## config.mk

```make
export PLATFORM = sky130hd
export DESIGN_NAME = fare_calc
export DESIGN_NICKNAME = d
export VERILOG_FILES = /design/src/rtl/fare_calc.sv
export SDC_FILE = /design/constraint.sdc
export NUM_CORES = 1
export LEC_CHECK = 0
export BUFFER_PORTS_ARGS = -buffer_cell sky130_fd_sc_hd__buf_4
export CAP_MARGIN = 20
export CELL_PAD_IN_SITES_DETAIL_PLACEMENT = 0
export CELL_PAD_IN_SITES_GLOBAL_PLACEMENT = 2
export CORE_AREA = 8 8 101 103
export DETAILED_ROUTE_END_ITERATION = 6
export DIE_AREA = 0 0 109 111
export PLACE_DENSITY = 0.93
export SYNTH_ARGS = -nofsm -noshare
export SYNTH_HDL_FRONTEND = slang
export SYNTH_SLANG_ARGS = --single-unit
```

## constraint.sdc

```tcl
create_clock -name clk -period 7.8 [get_ports clk]
set_input_delay 0.78 -clock clk [delete_from_list [all_inputs] [get_ports clk]]
set_output_delay 0.78 -clock clk [all_outputs]
set_load 0.05 [all_outputs]
```

## src/rtl/fare_calc.sv

```systemverilog
// Fare accumulation stage: ride FSM, wheel-pulse distance count, per-minute waiting charge, timer enable.
// Ports: clk/sys_reset (async active-high); start/stop/clear pulses, wait_req level, async wheel_pulse, data_m minutes in;
//        timer_en, fare (0.1 units), distance (100 m units), state (0=IDLE 1=RUN 2=WAIT 3=DONE) out.
module fare_calc #(
    parameter int unsigned START_FARE   = 100,
    parameter int unsigned BASE_DIST    = 30,
    parameter int unsigned PER_100M     = 2,
    parameter int unsigned WAIT_PER_MIN = 10,
    parameter int unsigned FARE_MAX     = 9999,
    parameter int unsigned DIST_MAX     = 9999
) (
    input  logic        clk,
    input  logic        sys_reset,
    input  logic        start,
    input  logic        stop,
    input  logic        clear,
    input  logic        wait_req,
    input  logic        wheel_pulse,
    input  logic [7:0]  data_m,
    output logic        timer_en,
    output logic [15:0] fare,
    output logic [15:0] distance,
    output logic [1:0]  state
);

    localparam logic [1:0] S_IDLE = 2'd0;
    localparam logic [1:0] S_RUN  = 2'd1;
    localparam logic [1:0] S_WAIT = 2'd2;
    localparam logic [1:0] S_DONE = 2'd3;

    logic [1:0]  state_q, state_d;
    logic [15:0] fare_q, fare_d;
    logic [15:0] dist_q, dist_d;
    logic        ten_q, ten_d;
    logic        w_s1_q, w_s2_q, w_s3_q;
    logic [7:0]  prev_m_q;

    logic        wheel_edge;
    logic        tick;
    logic [16:0] dist_inc;
    logic [15:0] dist_new;
    logic [16:0] fare_add;
    logic [16:0] fare_sum;

    // w_s1/w_s2 synchronise the wheel input; w_s3 is the previous synchronised value for edge detect.
    assign wheel_edge = w_s2_q & ~w_s3_q;
    // The timer only advances while enabled, so any change here is a genuine minute step (including 59->0).
    assign tick       = (data_m != prev_m_q);

    assign dist_inc = {1'b0, dist_q} + 17'd1;
    assign dist_new = (dist_inc > 17'(DIST_MAX)) ? 16'(DIST_MAX) : dist_inc[15:0];

    always_comb begin
        fare_add = 17'd0;
        if (wheel_edge && (dist_new > 16'(BASE_DIST))) begin
            fare_add = fare_add + 17'(PER_100M);
        end
        // Charged on the state held this cycle, so a WAIT->RUN transition still bills the tick.
        if (tick && (state_q == S_WAIT)) begin
            fare_add = fare_add + 17'(WAIT_PER_MIN);
        end
    end

    assign fare_sum = {1'b0, fare_q} + fare_add;

    always_comb begin
        state_d = state_q;
        fare_d  = fare_q;
        dist_d  = dist_q;
        case (state_q)
            S_IDLE: begin
                if (!stop && start) begin
                    state_d = S_RUN;
                    fare_d  = 16'(START_FARE);
                    dist_d  = 16'd0;
                end
            end
            S_RUN, S_WAIT: begin
                // stop freezes the totals: any increment arriving in the same cycle is dropped.
                if (stop) begin
                    state_d = S_DONE;
                end else begin
                    if (wheel_edge) begin
                        dist_d = dist_new;
                    end
                    fare_d  = (fare_sum > 17'(FARE_MAX)) ? 16'(FARE_MAX) : fare_sum[15:0];
                    state_d = wait_req ? S_WAIT : S_RUN;
                end
            end
            default: begin
                if (!stop) begin
                    if (clear) begin
                        state_d = S_IDLE;
                        fare_d  = 16'd0;
                        dist_d  = 16'd0;
                    end else if (start) begin
                        state_d = S_RUN;
                        fare_d  = 16'(START_FARE);
                        dist_d  = 16'd0;
                    end
                end
            end
        endcase
        ten_d = (state_d == S_WAIT);
    end

    always_ff @(posedge clk or posedge sys_reset) begin
        if (sys_reset) begin
            state_q  <= S_IDLE;
            fare_q   <= 16'd0;
            dist_q   <= 16'd0;
            ten_q    <= 1'b0;
            w_s1_q   <= 1'b0;
            w_s2_q   <= 1'b0;
            w_s3_q   <= 1'b0;
            prev_m_q <= 8'd0;
        end else begin
            state_q  <= state_d;
            fare_q   <= fare_d;
            dist_q   <= dist_d;
            ten_q    <= ten_d;
            w_s1_q   <= wheel_pulse;
            w_s2_q   <= w_s1_q;
            w_s3_q   <= w_s2_q;
            prev_m_q <= data_m;
        end
    end

    assign timer_en = ten_q;
    assign fare     = fare_q;
    assign distance = dist_q;
    assign state    = state_q;

endmodule

```

== Word level (Yosys, flattened, before mapping) ==
Index checks and enable logic that the tools add are counted.

* Magnitude comparators: 3
* Equal/unequal tests: 8
* Reductions and logical operators: 9
* Add/subtract/negate cells: 3
* Muxes and demuxes: 24
* Bitwise logic cells: 2

{| class="wikitable"
|+ Operators with widths
! operator !! count
|-
| 16-bit 2-to-1 mux || 13
|-
| 16-bit case mux with 2 select lines || 2
|-
| 17-bit by 14-bit > comparator with 1-bit output, second input constant || 2
|-
| 16-bit by 1-bit adder with 17-bit output, second input constant || 1
|-
| 16-bit by 17-bit adder with 17-bit output || 1
|-
| 17-bit by 4-bit adder with 17-bit output, second input constant || 1
|-
| 17-bit 2-to-1 mux || 1
|-
| 16-bit by 5-bit > comparator with 1-bit output, second input constant || 1
|-
| 2-bit 2-to-1 mux || 7
|-
| 8-bit inequality test || 1
|-
| 2-bit inequality test, second input constant || 3
|-
| 5-bit AND reduction || 1
|-
| 2-bit == test, second input constant || 2
|-
| 2-bit case mux with 2 select lines || 1
|-
| 4-bit AND reduction || 1
|-
| 4-bit nonzero test || 1
|-
| 1-bit logical AND || 3
|-
| 2-bit by 1-bit == test with 1-bit output, second input constant || 1
|-
| 2-bit logical NOT || 1
|-
| 2-bit by 1-bit inequality test with 1-bit output, second input constant || 1
|-
| 2-bit OR reduction || 1
|-
| 1-bit AND || 1
|-
| 1-bit logical NOT || 1
|-
| 1-bit NOT || 1
|}

* Output and inout bits: 35
* Register bits after elaboration: 46
* Logic and storage cells: 57
* Bits of input ports: 15

== Depth between registers and ports, before layout ==
Gate-level depths: netlist of run 1.

* Word-level depth: 13
* Mapped depth: 21
* Gate-level depth less buffers: 19

== Least setup slack after synthesis of run 1 ==
OpenSTA, ideal clock, no wires.

* Path type: register -> register
* From: register dist_q[1] (netlist: distance[1])
* To: register fare_q[8] (netlist: fare[8])
* Setup time: 0.122 ns
* Buffers on the path: 2
* Period minus slack after synthesis: 4.858 ns
* Stages on the path, launching flop included: 21
* Data required time: 7.678 ns
* Data arrival time: 4.736 ns
* Slack: 2.942 ns
* Cells stage by stage: dfrtp_1 > ha_1 > and2_1 > buf_6 > nand3_2 > o31a_1 > nor2_1 > nor2_1 > a21oi_1 > ha_1 > ha_1 > inv_1 > fa_1 > nand2b_1 > a2111oi_4 > xnor2_1 > a211oi_2 > a211oi_4 > buf_6 > o211ai_1 > o2bb2ai_1

* Word-level cells in the longest chain between the ends: 13

{| class="wikitable"
|+ Ends and longest elaborated chain
! element !! line !! text
|-
| from (decl) || 33 || <nowiki>logic [15:0] dist_q, dist_d;</nowiki>
|-
| from (signal assigned) || 120 || <nowiki>dist_q <= dist_d;</nowiki>
|-
| 16-bit by 1-bit adder with 17-bit output * || 50 || <nowiki>assign dist_inc = {1'b0, dist_q} + 17'd1;</nowiki>
|-
| 17-bit by 14-bit > comparator with 1-bit output || 51 || <nowiki>assign dist_new = (dist_inc > 17'(DIST_MAX)) ? 16'(DIST_MAX) : dist_inc[15:0];</nowiki>
|-
| 16-bit 2-to-1 mux * || 51 ||
|-
| 16-bit by 5-bit > comparator with 1-bit output * || 55 || <nowiki>if (wheel_edge && (dist_new > 16'(BASE_DIST))) begin</nowiki>
|-
| 1-bit logical AND * || 55 ||
|-
| 2-bit 2-to-1 mux * || 55 ||
|-
| 17-bit by 4-bit adder with 17-bit output || 60 || <nowiki>fare_add = fare_add + 17'(WAIT_PER_MIN);</nowiki>
|-
| 17-bit 2-to-1 mux * || 59 || <nowiki>if (tick && (state_q == S_WAIT)) begin</nowiki>
|-
| 16-bit by 17-bit adder with 17-bit output * || 64 || <nowiki>assign fare_sum = {1'b0, fare_q} + fare_add;</nowiki>
|-
| 17-bit by 14-bit > comparator with 1-bit output || 86 || <nowiki>fare_d = (fare_sum > 17'(FARE_MAX)) ? 16'(FARE_MAX) : fare_sum[15:0];</nowiki>
|-
| 16-bit 2-to-1 mux * || 86 ||
|-
| 16-bit 2-to-1 mux * || 80 || <nowiki>if (stop) begin</nowiki>
|-
| 16-bit case mux with 2 select lines * || 70 || <nowiki>case (state_q)</nowiki>
|-
| to (signal assigned) || 119 || <nowiki>fare_q <= fare_d;</nowiki>
|-
| to (decl) || 32 || <nowiki>logic [15:0] fare_q, fare_d;</nowiki>
|}

Every way passes the cells marked *; elsewhere a longest branch is shown, timed or not. The select of a mux whose other input is x is not followed.
A chain may end at the register's enable or synchronous reset.

== Worst setup path after layout of run 1 ==
* From: register dist_q[1] (netlist: distance[1])
* To: register fare_q[10] (netlist: fare[10])

The elaborated chain is that of the path after synthesis.

==> impl_metrics.yaml, run 1 <==
placed_design:
  place_area_um2: 3530
  port_buffers: 49
  gp_congestion: 0.825
  dp.cells: 485
  dp_slack_ns: 2.33
  hpwl_mm: 6.04
run:
  cap_violations: 0
sta:
  relSlewSlack: 0.371
  max_freq_mhz: 182
  drv_slew: 0
  period_minus_slack_ns: 5.49
  setup_slack_ns: 2.31
  whs_ns: 0.359
  finalCritPeriodShare: 0.704
  rsz0062_at_grt: "false"
  hold_violations: 0
  tightest_slew_ns: 0.936
  setup_tns_ns: 0
  setup_viol_count_final: 0
  finalClockSkew_ns: 0.0122
pwr:
  ir_worst_vdd_v: 0.0000857
  leakage_nw: 1.52
  cellPowerDensity_nw_per_um2: 247
worst_setup_path:
  end_kind: "register"
  critPathLaunchType: "register"
  critPathKind: "reg2reg"
  cp.arrival_ns: 5.70
  cp_max_fo: 17
  required_ns: 8.01
drt:
  drt-total-wl_mm: 8.39
  drt_first_pass_iters: 4
  drtIter0Drc: 160
  top_layer: "met4"
  ant_nets: 0
  avgViaCountPerCell: 5.63
  route.met2.wl_mm: 3.71
  routed-wl-met3_um: 450
  post-route-drc-count: 0
  m1WireLength_mm: 4.16
  wire_per_inst_um: 17.0
  vias: 2780
floorplanning:
  dieArea_um2: 12100
  ios: 50
  die_w_um: 109
  core_area_um2: 8550
  dieHeight_um: 111
  start_util: 0.365
  num_rows: 34
final_layout:
  stdcell_area_um2: 3640
  final_layout_size_suffix_gt1_frac: 0.194
  syn_to_final_growth_pct: 16.7
  n_antenna_cell: 0
  fill_cells: 852
  final_nets: 410
  final_cells: 494
global_route:
  grt_pass1_vias: 2551
  antenna_found_initial: 0
  grt_max_degree: 47
  grt_pass1_wl_mm: 13.7
  grt-ovfl-total: 0
  gr-usage-all-layers: 0.139
synth:
  synth.cell_area_um2: 3120
  synth.distinct_cells: 64
  syn_area_per_cell_um2: 9.02
  postSynthCellCount: 346
  yosysSeqAreaShare: 0.369
  synth-seq-cells: 46
  async_reset_ff_frac: 1.00
  synth_edf_count: 0
  ys_warn_count: 0
  ys.flop_type: "dfrtp_1"
  synth_nets: 371
cts:
  cts_max_level: 2
  clk_latency_ns: 0.31
  cts_root_buf: "clkbuf_8"
  clock-sinks: 46
  cts_buffers: 5
  clock_path_buffers: 2
  cts-hold-fix-buffers: 0
  ctsResizeCount: 0
  post_cts_buffers: 0
  clkTransAtPathRegs_ns: 0.09
  cts_tree: "done"
status:
  run_status: "complete, no violations"
min_path:
  hp-class: "reg2reg"
## cell usage in the layout (no fill, tap or decap), types with 3 or more instances in the layout
master and instances:
nor2_1 19, xnor2_1 3, o21ai_0 17, nor2b_1 4
nand4_1 4, or3_1 5, ha_1 9, buf_4 49
nor3_1 7, a22o_1 10, a31oi_1 12, dfrtp_1 46
nand3_1 16, inv_1 14, a211oi_1 8, nand2b_1 9
nor4_1 5, o311ai_1 3, xor2_1 12, nand2_1 35
clkbuf_8 6, or4_1 5, o22ai_1 7, a21oi_1 18
and4_1 3, and2_1 7
## worst paths after layout
| path | startpoint | slack (ns) | end | cells after the start |
|---|---|---|---|---|
| max reg2reg | distance[1] | 2.31 | fare[10] | 18 |
| min | w_s1_q | 0.36 | w_s2_q | 0 |
| max | distance[1] | 2.31 | fare[10] | 18 |
| min in group asynchronous | sys_reset | 0.37 | distance[4] | 2 |
| max in group asynchronous | sys_reset | 6.95 | distance[9] | 3 |
| min reg2reg | w_s1_q | 0.36 | w_s2_q | 0 |
## metrics by stage
step	total power (W)	utilization
floorplan	0.000626	-
global placement	0.000745	0.412
detailed placement	0.000750	0.412
CTS	0.000910	0.424
global route	0.000968	0.426
finish	0.000900	0.426
## power breakdown
part	leakage, nW	internal, W	switching (W)	total [W]
Sequential	0.601	0.000269	0.0000451	0.000314
Clock	0.0472	0.0000714	0.0000865	0.000158
Combinational	0.876	0.000135	0.000293	0.000428
Total	1.52	0.000476	0.000425	0.000900
## registers in the layout (all words and copies together), names as in the netlist
name,cells
distance,16
fare,16
prev_m_q,8
state,2
timer_en,1
w_s1_q,1
w_s2_q,1
w_s3_q,1
## cell families (layout without fill, tap and decap cells)
kind of cell,Yosys count,after routing,synth area share
AO/OA/AOI/OAI,106,106,0.254
XOR/XNOR,16,16,0.0473
adder cells (fa/ha/maj),11,11,0.0457
buffers and inverters,33,73,0.0493
flip-flops,46,46,0.369
multiplexers,2,2,0.00641
AND/OR/NAND/NOR,132,132,0.229
## final cells by class
type,count,area (um^2),share of cell area
multi-input combinational,267,1820,0.499
sequential,46,1150,0.316
timing repair buffer,50,388,0.106
tap,108,135,0.0371
clock buffer,6,82.6,0.0227
inverter,15,56.3,0.0155
clock inverter,2,12.5,0.00344
## synth_stat cells, types with 3 or more instances
master,count,area [um^2]
and2_1,7,43.8
xor2_1,12,105
nand4_1,4,25.0
buf_2,8,40.0
ha_1,9,113
or4_1,5,37.5
nand2b_1,9,56.3
nor2b_1,4,25.0
nand3_1,16,80.1
o21ai_0,17,85.1
nor3_1,7,35.0
a211oi_1,8,60.1
nor4_1,5,31.3
a22o_1,10,87.6
a21oi_1,18,90.1
inv_1,15,56.3
nand2_1,35,131
o311ai_1,3,26.3
and4_1,3,26.3
dfrtp_1,46,1150
or3_1,5,31.3
a31oi_1,12,75.1
xnor2_1,3,26.3
o22ai_1,7,43.8
clkbuf_1,5,18.8
nor2_1,19,71.3
## metal layers
metal	track usage	vias up
met5	0	-
met4	0.0311	0
met3	0.0314	6
met2	0.196	83
met1	0.206	1335
li1	-	1356
## worst max-delay path, stage by stage, from the launching register on
cell       delay [ns]
dfrtp_1          0.50
ha_1             0.33
and2_1           0.36
nand3_2          0.21
o31a_1           0.31
nor2_1           0.47
nor2_1           0.13
a21oi_1          0.16
ha_1             0.16
ha_1             0.19
inv_1            0.07
fa_1             0.43
nand2b_1         0.27
a2111oi_4        0.43
xnor2_1          0.18
a211oi_2         0.07
a211oi_4         0.66
o311ai_1         0.21
a22o_1           0.27
No activity file was read; power rests on OpenSTA's default activity.
==> run 2: changes to the inputs <==
CORE_AREA = 8 8 104 106   (was 8 8 101 103)
DIE_AREA = 0 0 112 114   (was 0 0 109 111)
PLACE_DENSITY = 0.89   (was 0.93)
clock period = 5.4 ns   (was 7.8 ns; I/O delays follow)
==> impl_metrics.yaml, run 2 (same netlist as run 1, synthesis figures left out) <==
drt:
  ant_nets: 0
  avgViaCountPerCell: 5.56
  drt-total-wl_mm: 8.43
  post-route-drc-count: 0
  wire_per_inst_um: 16.8
  drtIter0Drc: 177
  drt_first_pass_iters: 4
  vias: 2785
global_route:
  antenna_found_initial: 0
  grt_pass1_wl_mm: 14.1
  grt_max_degree: 47
  gr-usage-all-layers: 0.134
  grt-ovfl-total: 0
  grt_pass1_vias: 2757
cts:
  clock_path_buffers: 2
  cts_root_buf: "clkbuf_8"
  cts_buffers: 5
  clock-sinks: 46
  cts_tree: "done"
  clkTransAtPathRegs_ns: 0.09
  cts_max_level: 2
  clk_latency_ns: 0.30
worst_setup_path:
  r2r-start: "distance[0]"
  slowest_stage: "dfrtp_1"
  end_kind: "register"
  rrSetupSlack_ns: 0.44
  cp_max_fo: 11
  cp.arrival_ns: 5.15
  critPathLaunchType: "register"
  rr_endpoint: "fare[12]"
  required_ns: 5.59
  worstSetupStartpoint: "distance[0]"
  critPathTopFamily: "simple AND/OR/NAND/NOR gates"
  max_stage_delay_ns: 0.52
  ff2ff_path_depth: 19
  critPathKind: "reg2reg"
  cp.buffers_inverters: 2
  crit_chain: "ha_2 > and2_1 > nand3_2 > nor4_2 > nor2_1 > nor2_1 > a21oi_1 > ha_1 > ha_1 > inv_1 > fa_1 > nand2b_1 > a2111oi_4 > xnor2_1 > a211oi_2 > a211oi_4 > buf_4 > nand2_1 > o311ai_1"
floorplanning:
  core_area_um2: 9110
  ios: 50
  dieHeight_um: 114
  dieArea_um2: 12800
  num_rows: 35
  die_w_um: 112
  start_util: 0.343
final_layout:
  seqCellArea_um2: 1150
  n_antenna_cell: 0
  final_common_cell: "buf_4"
  multi_input_area_um2: 1830
  fill_cells: 907
  final_layout_size_suffix_gt1_frac: 0.205
  final_nets: 415
  layout_common_cells: "buf_4 (54), dfrtp_1 (46), nand2_1 (35), nor2_1 (19), a21oi_1 (18)"
  syn_to_final_growth_pct: 17.8
pwr:
  p_switching_w: 0.000613
  pwr-share-comb: 0.488
  seqPwrFrac: 0.352
  p_sw_frac: 0.475
  power_w: 0.00129
  p_int_w: 0.000676
  leakage_nw: 1.54
  ir_worst_vdd_v: 0.000174
  p_clk_frac: 0.160
  cellPowerDensity_nw_per_um2: 350
sta:
  relSlewSlack: 0.371
  setup_tns_ns: 0
  finalCritPeriodShare: 0.918
  tightest_slew_ns: 0.936
  finalClockSkew_ns: 0.00909
  hold_violations: 0
  drv_slew: 0
  setup_viol_count_final: 0
  rsz0062_at_grt: "false"
  period_minus_slack_ns: 4.96
  max_freq_mhz: 202
placed_design:
  hpwl_mm: 6.18
  port_buffers: 49
  gp_congestion: 0.869
min_path:
  hp-class: "in2async"
run:
  cap_violations: 0
status:
  run_status: "complete, no violations"
==> run 2: cell types whose count changed in the layout (fill, tap and decap cells not counted), sizes merged <==
cell	change
buf	+5
clkinv	-1
==> run 2: repair_timing <==
action,in CTS,in global routing
hold buffers,0,0
setup endpoints to repair,0,7
buffers inserted,0,0
gates resized for setup,0,2
==> run 2: power by group through the flow <==
stage | sequential [W] | clock [W] | combinational [W]
after floorplan | 0.000566 | 0 | 0.000338
after CTS | 0.000454 | 0.000221 | 0.000633
after global routing | 0.000465 | 0.000236 | 0.000688
after detailed placement | 0.000461 | 0 | 0.000632
final | 0.000453 | 0.000207 | 0.000629
after global placement | 0.000460 | 0 | 0.000629
==> run 2: layout make-up <==
class                   instances  area share
multi-input cells             267       0.496
flip-flops and latches         46       0.313
repair buffers                 55       0.116
well taps                     111      0.0378
clock buffers                   6      0.0197
inverters                      15      0.0153
clock inverters                 1     0.00204
==> run 2: metal layers <==
layer	vias to the layer above	global-route usage	part of all wire
met4	0	0.0396	0.0081
met3	5	0.0312	0.056
met5	-	0	0
met2	79	0.209	0.45
li1	1367	-	-
met1	1334	0.181	0.49
==> run 2: worst max-delay path by stage <==
stage | endpoint | slack [ns] | depth (start not counted)
2_1_floorplan | fare[8] | 0.54 | 20
3_3_place_gp | fare[3] | 0.62 | 19
3_5_place_dp | fare[12] | 0.34 | 19
4_1_cts | fare[12] | 0.32 | 19
5_1_grt | fare[12] | 0.03 | 19
6_report | fare[12] | 0.44 | 19
==> run 2: metrics by stage <==
| stage | setup WS, ns | instances | util | instance area, um^2 | hold WS [ns] |
|---|---|---|---|---|---|
| after floorplan | 0.542 | 346 | - | 3120 | 0.331 |
| after global placement | 0.617 | 493 | 0.392 | 3570 | 0.337 |
| after detailed placement | 0.341 | 493 | 0.392 | 3570 | 0.335 |
| after CTS | 0.321 | 500 | 0.401 | 3650 | 0.335 |
| after global routing | 0.0281 | 501 | 0.404 | 3680 | 0.172 |
| final | 0.442 | 501 | 0.404 | 3680 | 0.169 |
==> run 2: worst reg2reg max path: stages (launching register included) <==
cell and delay [ns]:
dfrtp_1 0.52, ha_2 0.31, and2_1 0.32, nand3_2 0.23, nor4_2 0.30, nor2_1 0.11, nor2_1 0.13, a21oi_1 0.08
ha_1 0.28, ha_1 0.18, inv_1 0.07, fa_1 0.44, nand2b_1 0.27, a2111oi_4 0.44, xnor2_1 0.18, a211oi_2 0.07
a211oi_4 0.35, buf_4 0.25, nand2_1 0.07, o311ai_1 0.27
==> run 3: changes to the inputs <==
CTS_BUF_LIST = sky130_fd_sc_hd__clkbuf_8 sky130_fd_sc_hd__clkbuf_16   (was unset)
==> impl_metrics.yaml, run 3 (same netlist as run 1, synthesis figures left out) <==
status:
  run_status: "complete, no violations"
sta:
  setup_viol_count_final: 0
  finalCritPeriodShare: 0.918
  period_minus_slack_ns: 4.96
  rsz0062_at_grt: "false"
  setup_tns_ns: 0
  drv_slew: 0
  max_freq_mhz: 202
  whs_ns: 0.169
  hold_violations: 0
  relSlewSlack: 0.371
  finalClockSkew_ns: 0.00892
  tightest_slew_ns: 0.936
final_layout:
  final_util: 0.404
  n_antenna_cell: 0
  final_nets: 415
  final_layout_size_suffix_gt1_frac: 0.205
  fill_cells: 907
  layout_common_cells: "buf_4 (54), dfrtp_1 (46), nand2_1 (35), nor2_1 (19), a21oi_1 (18)"
  syn_to_final_growth_pct: 17.8
  final_common_cell: "buf_4"
pwr:
  p_clk_frac: 0.159
  pwr-share-comb: 0.489
  seqPwrFrac: 0.352
  p_switching_w: 0.000613
  cellPowerDensity_nw_per_um2: 350
  p_int_w: 0.000674
  p_sw_frac: 0.476
  leakage_nw: 1.54
  power_w: 0.00129
  ir_worst_vdd_v: 0.000174
drt:
  ant_nets: 0
  drtIter0Drc: 177
  drt_first_pass_iters: 4
  route.met2.wl_mm: 3.77
  top_layer: "met4"
  drt-total-wl_mm: 8.44
  vias: 2801
  avgViaCountPerCell: 5.59
  post-route-drc-count: 0
  wire_per_inst_um: 16.8
  routed-wl-met3_um: 489
  m1WireLength_mm: 4.11
run:
  cap_violations: 0
cts:
  cts_max_level: 2
  clk_latency_ns: 0.30
  cts_buffers: 5
  clock-sinks: 46
  clock_path_buffers: 2
  cts_root_buf: "clkbuf_8"
  clkTransAtPathRegs_ns: 0.09
  cts_tree: "done"
global_route:
  grt_pass1_vias: 2757
  antenna_found_initial: 0
  grt-ovfl-total: 0
  gr-usage-all-layers: 0.134
  grt_max_degree: 47
  grt_pass1_wl_mm: 14.1
floorplanning:
  dieArea_um2: 12800
  core_area_um2: 9110
  dieHeight_um: 114
  start_util: 0.343
  die_w_um: 112
  ios: 50
  num_rows: 35
worst_setup_path:
  end_kind: "register"
  critPathLaunchType: "register"
  critPathKind: "reg2reg"
  cp.arrival_ns: 5.15
  required_ns: 5.59
  cp_max_fo: 11
min_path:
  hp-class: "in2async"
placed_design:
  port_buffers: 49
  hpwl_mm: 6.18
  gp_congestion: 0.869
[run 3: changes by cell type in the layout (fill, tap and decap cells not counted), sizes merged]
| cell | before | now |
|---|---|---|
| clkbuf | 6 | 5 |
| inv | 15 | 16 |
[run 3: path summary, 6_finish.rpt]
check,slack (ns),from,endpoint,cells after the start
setup / recovery,0.44,distance[0],fare[12],19
hold / removal,0.17,sys_reset,fare[3],2
setup reg to reg,0.44,distance[0],fare[12],19
hold reg to reg,0.35,w_s1_q,w_s2_q,0
max in group asynchronous,4.74,sys_reset,fare[8],3
min in group clk,0.35,wheel_pulse,w_s1_q,1
[run 3: power groups by stage]
stage          Combinational, W  Clock (W)  Sequential, W
2_1_floorplan          0.000338          0       0.000566
3_3_place_gp           0.000629          0       0.000460
3_5_place_dp           0.000632          0       0.000461
4_1_cts                0.000633   0.000219       0.000454
5_1_grt                0.000688   0.000234       0.000465
6_report               0.000630   0.000205       0.000453
[run 3: area by class of cell]
type                    count  area [um^2]  area share
multi-input cells         267         1830       0.496
flip-flops and latches     46         1150       0.313
repair buffers             55          425       0.116
well taps                 111          139      0.0378
clock buffers               5         68.8      0.0187
inverters                  15         56.3      0.0153
clock inverters             2         11.3     0.00306
[run 3: repair_timing]
item / in CTS / in global routing
resized for setup: 0 / 2
hold buffers: 0 / 0
setup buffers: 0 / 0
endpoints found under the setup margin: 0 / 7
[run 3: layer usage]
layer  global-route usage  vias to the layer above
li1                     -                     1367
met1                0.181                     1343
met2                0.209                       86
met3               0.0312                        5
met4               0.0396                        0
met5                    0                        -
[run 3: through the flow]
step                      area [um^2]  std cells  setup WS, ns
final                            3680        501         0.443
after detailed placement         3570        493         0.341
after global routing             3680        501        0.0281
after floorplan                  3120        346         0.542
after CTS                        3650        500         0.321
after global placement           3570        493         0.617
[run 3: worst max-delay path, cell delays in order (launching register included)]
cell       delay (ns)
dfrtp_1          0.52
ha_2             0.30
and2_1           0.32
nand3_2          0.22
nor4_2           0.29
nor2_1           0.11
nor2_1           0.13
a21oi_1          0.08
ha_1             0.28
ha_1             0.18
inv_1            0.07
fa_1             0.44
nand2b_1         0.27
a2111oi_4        0.44
xnor2_1          0.18
a211oi_2         0.07
a211oi_4         0.35
buf_4            0.25
nand2_1          0.07
o311ai_1         0.27
